## src/rtl/key_pulse_debouncer.sv

```systemverilog
// key_pulse_debouncer
// Turns a raw, bouncing, active-low push-button into three clean registered
// signals: a debounced level (pressed) and one-cycle press/release strobes.
// The input passes through a 2-flop synchronizer. A 4-state debounce FSM then
// accepts a change only after DEBOUNCE_CYCLES consecutive stable samples.
// Optional build macro: KEY_PULSE_AUTO_REPEAT_EN. When defined, press_pulse
// also fires REPEAT_DELAY cycles after the initial press and then every
// REPEAT_PERIOD cycles while the key stays held.
module key_pulse_debouncer #(
  parameter int DEBOUNCE_CYCLES = 500000,
  parameter int CNT_W           = 20,
  parameter int REPEAT_DELAY    = 25000000,
  parameter int REPEAT_PERIOD   = 5000000,
  parameter int RPT_W           = 25
) (
  input  logic clock,
  input  logic reset_b,
  input  logic key_n,
  output logic pressed,
  output logic press_pulse,
  output logic release_pulse
);

  // Elaboration-time parameter sanity checks
  if (DEBOUNCE_CYCLES < 1) begin : g_bad_db
    $error("key_pulse_debouncer: DEBOUNCE_CYCLES must be >= 1");
  end
  if ((longint'(1) << CNT_W) <= longint'(DEBOUNCE_CYCLES)) begin : g_bad_cnt_w
    $error("key_pulse_debouncer: CNT_W too narrow for DEBOUNCE_CYCLES");
  end
  if ((REPEAT_DELAY < 1) || (REPEAT_PERIOD < 1)) begin : g_bad_rpt
    $error("key_pulse_debouncer: REPEAT_DELAY and REPEAT_PERIOD must be >= 1");
  end
  if (((longint'(1) << RPT_W) <= longint'(REPEAT_DELAY)) ||
      ((longint'(1) << RPT_W) <= longint'(REPEAT_PERIOD))) begin : g_bad_rpt_w
    $error("key_pulse_debouncer: RPT_W too narrow for the repeat timing");
  end

  typedef enum logic [1:0] {
    ST_IDLE         = 2'b00,
    ST_PRESS_WAIT   = 2'b01,
    ST_HELD         = 2'b10,
    ST_RELEASE_WAIT = 2'b11
  } state_t;

  // Terminal count of the qualification counter; it never counts past this.
  localparam logic [CNT_W-1:0] DB_LAST = CNT_W'(DEBOUNCE_CYCLES - 1);

  logic             sync1_r;
  logic             sync2_r;
  logic             k_s;

  state_t           state_r;
  state_t           state_nx_s;

  logic [CNT_W-1:0] cnt_r;
  logic [CNT_W-1:0] cnt_nx_s;
  logic             cnt_last_s;

  logic             pressed_r;
  logic             press_pulse_r;
  logic             release_pulse_r;
  logic             pressed_nx_s;
  logic             press_pulse_nx_s;
  logic             release_pulse_nx_s;

  logic             repeat_fire_s;

  // Two-flop synchronizer on the inverted key; reset value is "released"
  always_ff @(posedge clock) begin
    if (!reset_b) begin
      sync1_r <= 1'b0;
      sync2_r <= 1'b0;
    end else begin
      sync1_r <= ~key_n;
      sync2_r <= sync1_r;
    end
  end

  assign k_s        = sync2_r;
  assign cnt_last_s = (cnt_r == DB_LAST);

  // FSM state register
  always_ff @(posedge clock) begin
    if (!reset_b) begin
      state_r <= ST_IDLE;
    end else begin
      state_r <= state_nx_s;
    end
  end

  // FSM next-state logic: a bounce in a wait state falls back without a pulse
  always_comb begin
    state_nx_s = state_r;
    case (state_r)
      ST_IDLE: begin
        if (k_s) begin
          state_nx_s = ST_PRESS_WAIT;
        end else begin
          state_nx_s = ST_IDLE;
        end
      end
      ST_PRESS_WAIT: begin
        if (!k_s) begin
          state_nx_s = ST_IDLE;
        end else if (cnt_last_s) begin
          state_nx_s = ST_HELD;
        end else begin
          state_nx_s = ST_PRESS_WAIT;
        end
      end
      ST_HELD: begin
        if (!k_s) begin
          state_nx_s = ST_RELEASE_WAIT;
        end else begin
          state_nx_s = ST_HELD;
        end
      end
      ST_RELEASE_WAIT: begin
        if (k_s) begin
          state_nx_s = ST_HELD;
        end else if (cnt_last_s) begin
          state_nx_s = ST_IDLE;
        end else begin
          state_nx_s = ST_RELEASE_WAIT;
        end
      end
      default: begin
        state_nx_s = ST_IDLE;
      end
    endcase
  end

  // FSM output/datapath logic: next values of the counter and registered outputs
  always_comb begin
    cnt_nx_s           = '0;
    pressed_nx_s       = 1'b0;
    press_pulse_nx_s   = 1'b0;
    release_pulse_nx_s = 1'b0;

    // The counter only advances while staying in a wait state, so it is
    // cleared on every state entry and stops at DB_LAST (the exit condition).
    if (((state_r == ST_PRESS_WAIT) && (state_nx_s == ST_PRESS_WAIT)) ||
        ((state_r == ST_RELEASE_WAIT) && (state_nx_s == ST_RELEASE_WAIT))) begin
      cnt_nx_s = cnt_r + CNT_W'(1);
    end else begin
      cnt_nx_s = '0;
    end

    if ((state_nx_s == ST_HELD) || (state_nx_s == ST_RELEASE_WAIT)) begin
      pressed_nx_s = 1'b1;
    end else begin
      pressed_nx_s = 1'b0;
    end

    if ((state_r == ST_PRESS_WAIT) && (state_nx_s == ST_HELD)) begin
      press_pulse_nx_s = 1'b1;
    end else begin
      press_pulse_nx_s = repeat_fire_s;
    end

    if ((state_r == ST_RELEASE_WAIT) && (state_nx_s == ST_IDLE)) begin
      release_pulse_nx_s = 1'b1;
    end else begin
      release_pulse_nx_s = 1'b0;
    end
  end

  // Qualification counter and registered outputs
  always_ff @(posedge clock) begin
    if (!reset_b) begin
      cnt_r           <= '0;
      pressed_r       <= 1'b0;
      press_pulse_r   <= 1'b0;
      release_pulse_r <= 1'b0;
    end else begin
      cnt_r           <= cnt_nx_s;
      pressed_r       <= pressed_nx_s;
      press_pulse_r   <= press_pulse_nx_s;
      release_pulse_r <= release_pulse_nx_s;
    end
  end

`ifdef KEY_PULSE_AUTO_REPEAT_EN
  localparam logic [RPT_W-1:0] RPT_DELAY_LAST  = RPT_W'(REPEAT_DELAY - 1);
  localparam logic [RPT_W-1:0] RPT_PERIOD_LAST = RPT_W'(REPEAT_PERIOD - 1);

  logic [RPT_W-1:0] rpt_r;
  logic [RPT_W-1:0] rpt_nx_s;
  logic             rpt_periodic_r;
  logic             rpt_periodic_nx_s;

  // Auto-repeat timing: first interval is REPEAT_DELAY, then REPEAT_PERIOD.
  // Anything other than staying in HELD clears it, so it restarts at 0 on
  // the cycle the initial press pulse fires and on every re-entry to HELD.
  always_comb begin
    rpt_nx_s          = '0;
    rpt_periodic_nx_s = 1'b0;
    repeat_fire_s     = 1'b0;
    if ((state_r == ST_HELD) && (state_nx_s == ST_HELD)) begin
      if (!rpt_periodic_r) begin
        if (rpt_r == RPT_DELAY_LAST) begin
          repeat_fire_s     = 1'b1;
          rpt_nx_s          = '0;
          rpt_periodic_nx_s = 1'b1;
        end else begin
          rpt_nx_s          = rpt_r + RPT_W'(1);
          rpt_periodic_nx_s = 1'b0;
        end
      end else begin
        if (rpt_r == RPT_PERIOD_LAST) begin
          repeat_fire_s = 1'b1;
          rpt_nx_s      = '0;
        end else begin
          rpt_nx_s      = rpt_r + RPT_W'(1);
        end
        rpt_periodic_nx_s = 1'b1;
      end
    end else begin
      rpt_nx_s          = '0;
      rpt_periodic_nx_s = 1'b0;
      repeat_fire_s     = 1'b0;
    end
  end

  // Auto-repeat counter and phase register
  always_ff @(posedge clock) begin
    if (!reset_b) begin
      rpt_r          <= '0;
      rpt_periodic_r <= 1'b0;
    end else begin
      rpt_r          <= rpt_nx_s;
      rpt_periodic_r <= rpt_periodic_nx_s;
    end
  end
`else
  assign repeat_fire_s = 1'b0;
`endif

  assign pressed       = pressed_r;
  assign press_pulse   = press_pulse_r;
  assign release_pulse = release_pulse_r;

endmodule

```

## config.mk

```make
export PLATFORM = sky130hd
export DESIGN_NAME = key_pulse_debouncer
export DESIGN_NICKNAME = d
export VERILOG_FILES = /design/src/rtl/key_pulse_debouncer.sv
export SDC_FILE = /design/constraint.sdc
export NUM_CORES = 1
export LEC_CHECK = 0
export ABC_AREA = 1
export ABC_CLOCK_PERIOD_IN_PS = 4000
export CORE_AREA = 8 8 74 56
export CTS_CLUSTER_SIZE = 24
export DETAILED_ROUTE_END_ITERATION = 16
export DIE_AREA = 0 0 82 64
export DONT_BUFFER_PORTS = 1
export HOLD_SLACK_MARGIN = 0.1
export PLACE_DENSITY = 0.63
export REMOVE_ABC_BUFFERS = 1
export SKIP_CTS_REPAIR_TIMING = 1
export SYNTH_ARGS = -nofsm -noshare
export SYNTH_HDL_FRONTEND = slang
export SYNTH_SLANG_ARGS = --single-unit
export TNS_END_PERCENT = 5
```

## constraint.sdc

```tcl
create_clock -name clock -period 4 [get_ports clock]
set_input_delay 0.8 -clock clock [delete_from_list [all_inputs] [get_ports clock]]
set_output_delay 0.8 -clock clock [all_outputs]
set_load 0.05 [all_outputs]
```

==> metrics.md <==
| Metric | Value |
|---|---|
| Hold Crit Start | `sync1_r$_SDFF_PN0_` |
| GPL Wtd Cong | `0.777` |
| Commonest non-fill, non-tap cells in the layout | `nand2_1, nor2_1, dfxtp_1` |
| Vias in the first global route | `960` |
| R2r startpoint | `cnt_r[0]$_SDFF_PN0_` |
| Worst slew margin | `62.3%` |
| Mux share of post-synthesis cell area | `0%` |
| Synth cell types | `22` |
| Ant. Diodes | `0` |
| Hold crit path type | `reg2reg` |
| Routed Antenna Nets | `0` |
| Capturing point of the worst reg2reg path | `cnt_r[16]$_SDFF_PN0_` |
| Drt first-iter violations | `45` |
| Layout Nets | `181` |
| Max Fclk | `571 MHz` |
| Routed WL | `2.34 mm` |
| Die area | `5250 um2` |
| FF+latch count, synth | `26` |
| Global-route wire length before repair | `4.15 mm` |
| Main flop type after synthesis | `dfxtp_1` |
| I/O pins | `6` |
| DP Worst Slack | `2410 ps` |
| Final Max Tran Viols | `0` |
| Synth warn | `0` |
| Pwr dens | `326 nW/um2` |
| RSZ-0062 raised after global routing | `false` |
| Reg2reg setup slack | `2430 ps` |
| Synth Area in XOR/XNOR | `5.67%` |
| Synthesized cell area | `1230 um2` |
| Worst Skew | `8.72 ps` |
| VDD IR-drop max | `0.207 mV` |
| Hold path cells | `2` |
| Critical path depth in cells | `0` |
| Final-report setup violation count | `0` |
| Status | `complete, no violations` |
| Largest family of logic cells by synthesized area | `simple AND/OR/NAND/NOR gates` |
| CP Capture Type | `output pin` |
| CTS Root Cell | `clkbuf_8` |
| Tmin final | `1750 ps` |
| Die height | `64 um` |
| Post-Synth Simple-Gate Area | `38.3%` |
| WL per Instance | `10.9 um` |
| Max-cap violations | `0` |
| Worst-case clock buffer depth | `2` |
| Placed insts | `210` |
| Synth Area in Compound Gates | `7.09%` |
| DRC viols | `0` |
| Detailed Routing Iterations Pass 1 | `4` |
| Crit start category | `register` |
| Port Buf Inserts | `0` |
| Layout Cells excl Fill | `214` |
| CTS Buf Count | `3` |
| Fillers | `303` |
| Critical path peak fanout | `4` |
| Core Footprint | `3020 um2` |
| Total negative slack | `0 ps` |
| Die width | `82 um` |
| Final hold viol count | `0` |
| EDFF count, synth | `0` |
| Clock latency on the worst-skew pair | `270 ps` |
| Area delta synth->final | `7.40%` |
| Clock transition at path regs | `80 ps` |
| HPWL after detailed placement | `1.81 mm` |
| Setup WS post-layout | `2250 ps` |
| Via-to-Cell Ratio | `4.87` |
| Gr ovfl total | `0` |
| Share of layout cells above drive strength 1 | `8.52%` |
| Hold slack | `426 ps` |
| Initial core utilization | `40.9%` |
| Tot GR Track Use | `9.72%` |
| Final worst path period share | `43.8%` |
| WP data required | `3200 ps` |
| WP data arrival | `950 ps` |
| # rows | `17` |
| Seq/Total Area, Yosys | `42.1%` |
| TritonCTS clock tree | `done` |
| Commonest non-fill, non-tap cell in the layout | `nand2_1` |
| Worst hold endpoint | `k_s$_SDFF_PN0_` |
| Initial antenna violation count | `0` |
| Reg2Reg Depth | `8` |
| CTS Sinks | `26` |
| Largest net degree at the start of global routing | `17` |
| Cells after Synth | `173` |
| Post-synthesis adder-cell area fraction | `1.01%` |
| Slew @ Worst Pin | `565 ps` |
| Post-synth ARST share | `0%` |
| H-Tree Depth | `1` |
| CP Class | `reg2out` |
| Pleak | `0.000402 uW` |
| Syn avg cell area | `7.14 um2` |
| Routed vias | `1042` |
[per-layer routing]
layer / track usage [%] / wire, um
met2: 14.5 / 951
met5: 0 / 0
met4: 2.62 / 20
met1: 13.0 / 1230
met3: 3.35 / 137
[state kept, by name, indices dropped and copies added, names as in the netlist]
signal and cells:
cnt_r 20, release_pulse 1, k_s 1, sync1_r 1
press_pulse 1, state_r 2
[worst max-delay path by stage]
stage	from	endpoint
final	state_r[1]$_SDFF_PN0_	pressed
after global routing	state_r[1]$_SDFF_PN0_	pressed
after CTS	state_r[1]$_SDFF_PN0_	pressed
after detailed placement	cnt_r[0]$_SDFF_PN0_	cnt_r[9]$_SDFF_PN0_
after global placement	reset_b	cnt_r[17]$_SDFF_PN0_
after floorplan	reset_b	cnt_r[11]$_SDFF_PN0_
[cell type report]
| cell class | instances | area, um2 | share of cell area, % |
|---|---|---|---|
| Tap cell | 38 | 47.5 | 3.58 |
| Sequential cell | 26 | 520 | 39.2 |
| Inverter | 16 | 60.1 | 4.53 |
| Clock buffer | 4 | 55.1 | 4.15 |
| Multi-Input combinational cell | 130 | 643 | 48.5 |
[per-stage QoR]
step                      area [um2]  util, %  total power [uW]
after detailed placement        1270     42.1               269
after floorplan                 1220        -               268
after CTS                       1330     43.9               437
after global routing            1330     43.9               446
after global placement          1270     42.1               269
final                           1330     43.9               432
[kinds of logic (layout without fill, tap and decap cells)]
kind of cell / count (synthesis) / after routing
AND/OR/NAND/NOR: 107 / 107
flip-flops: 26 / 26
buffers and inverters: 17 / 20
AO/OA/AOI/OAI: 14 / 14
XOR/XNOR: 8 / 8
adder cells (fa/ha/maj): 1 / 1
[cell usage after synthesis, drive strengths merged (2+ instances only)]
library cell	number	area, um2
nor2	43	179
xnor2	3	26.3
inv	16	60.1
dfxtp	26	521
a21oi	9	45.0
nand4	4	25.0
xor2	5	43.8
nand3	12	80.1
nand2	46	175
o21ai	2	10.0
[power by group]
| group | switching [uW] | internal, uW |
|---|---|---|
| logic | 1.42 | 0.934 |
| clock network | 81.2 | 88.0 |
| registers | 0.534 | 260 |
| total | 83.1 | 349 |
(Power assumes the default switching activity.)
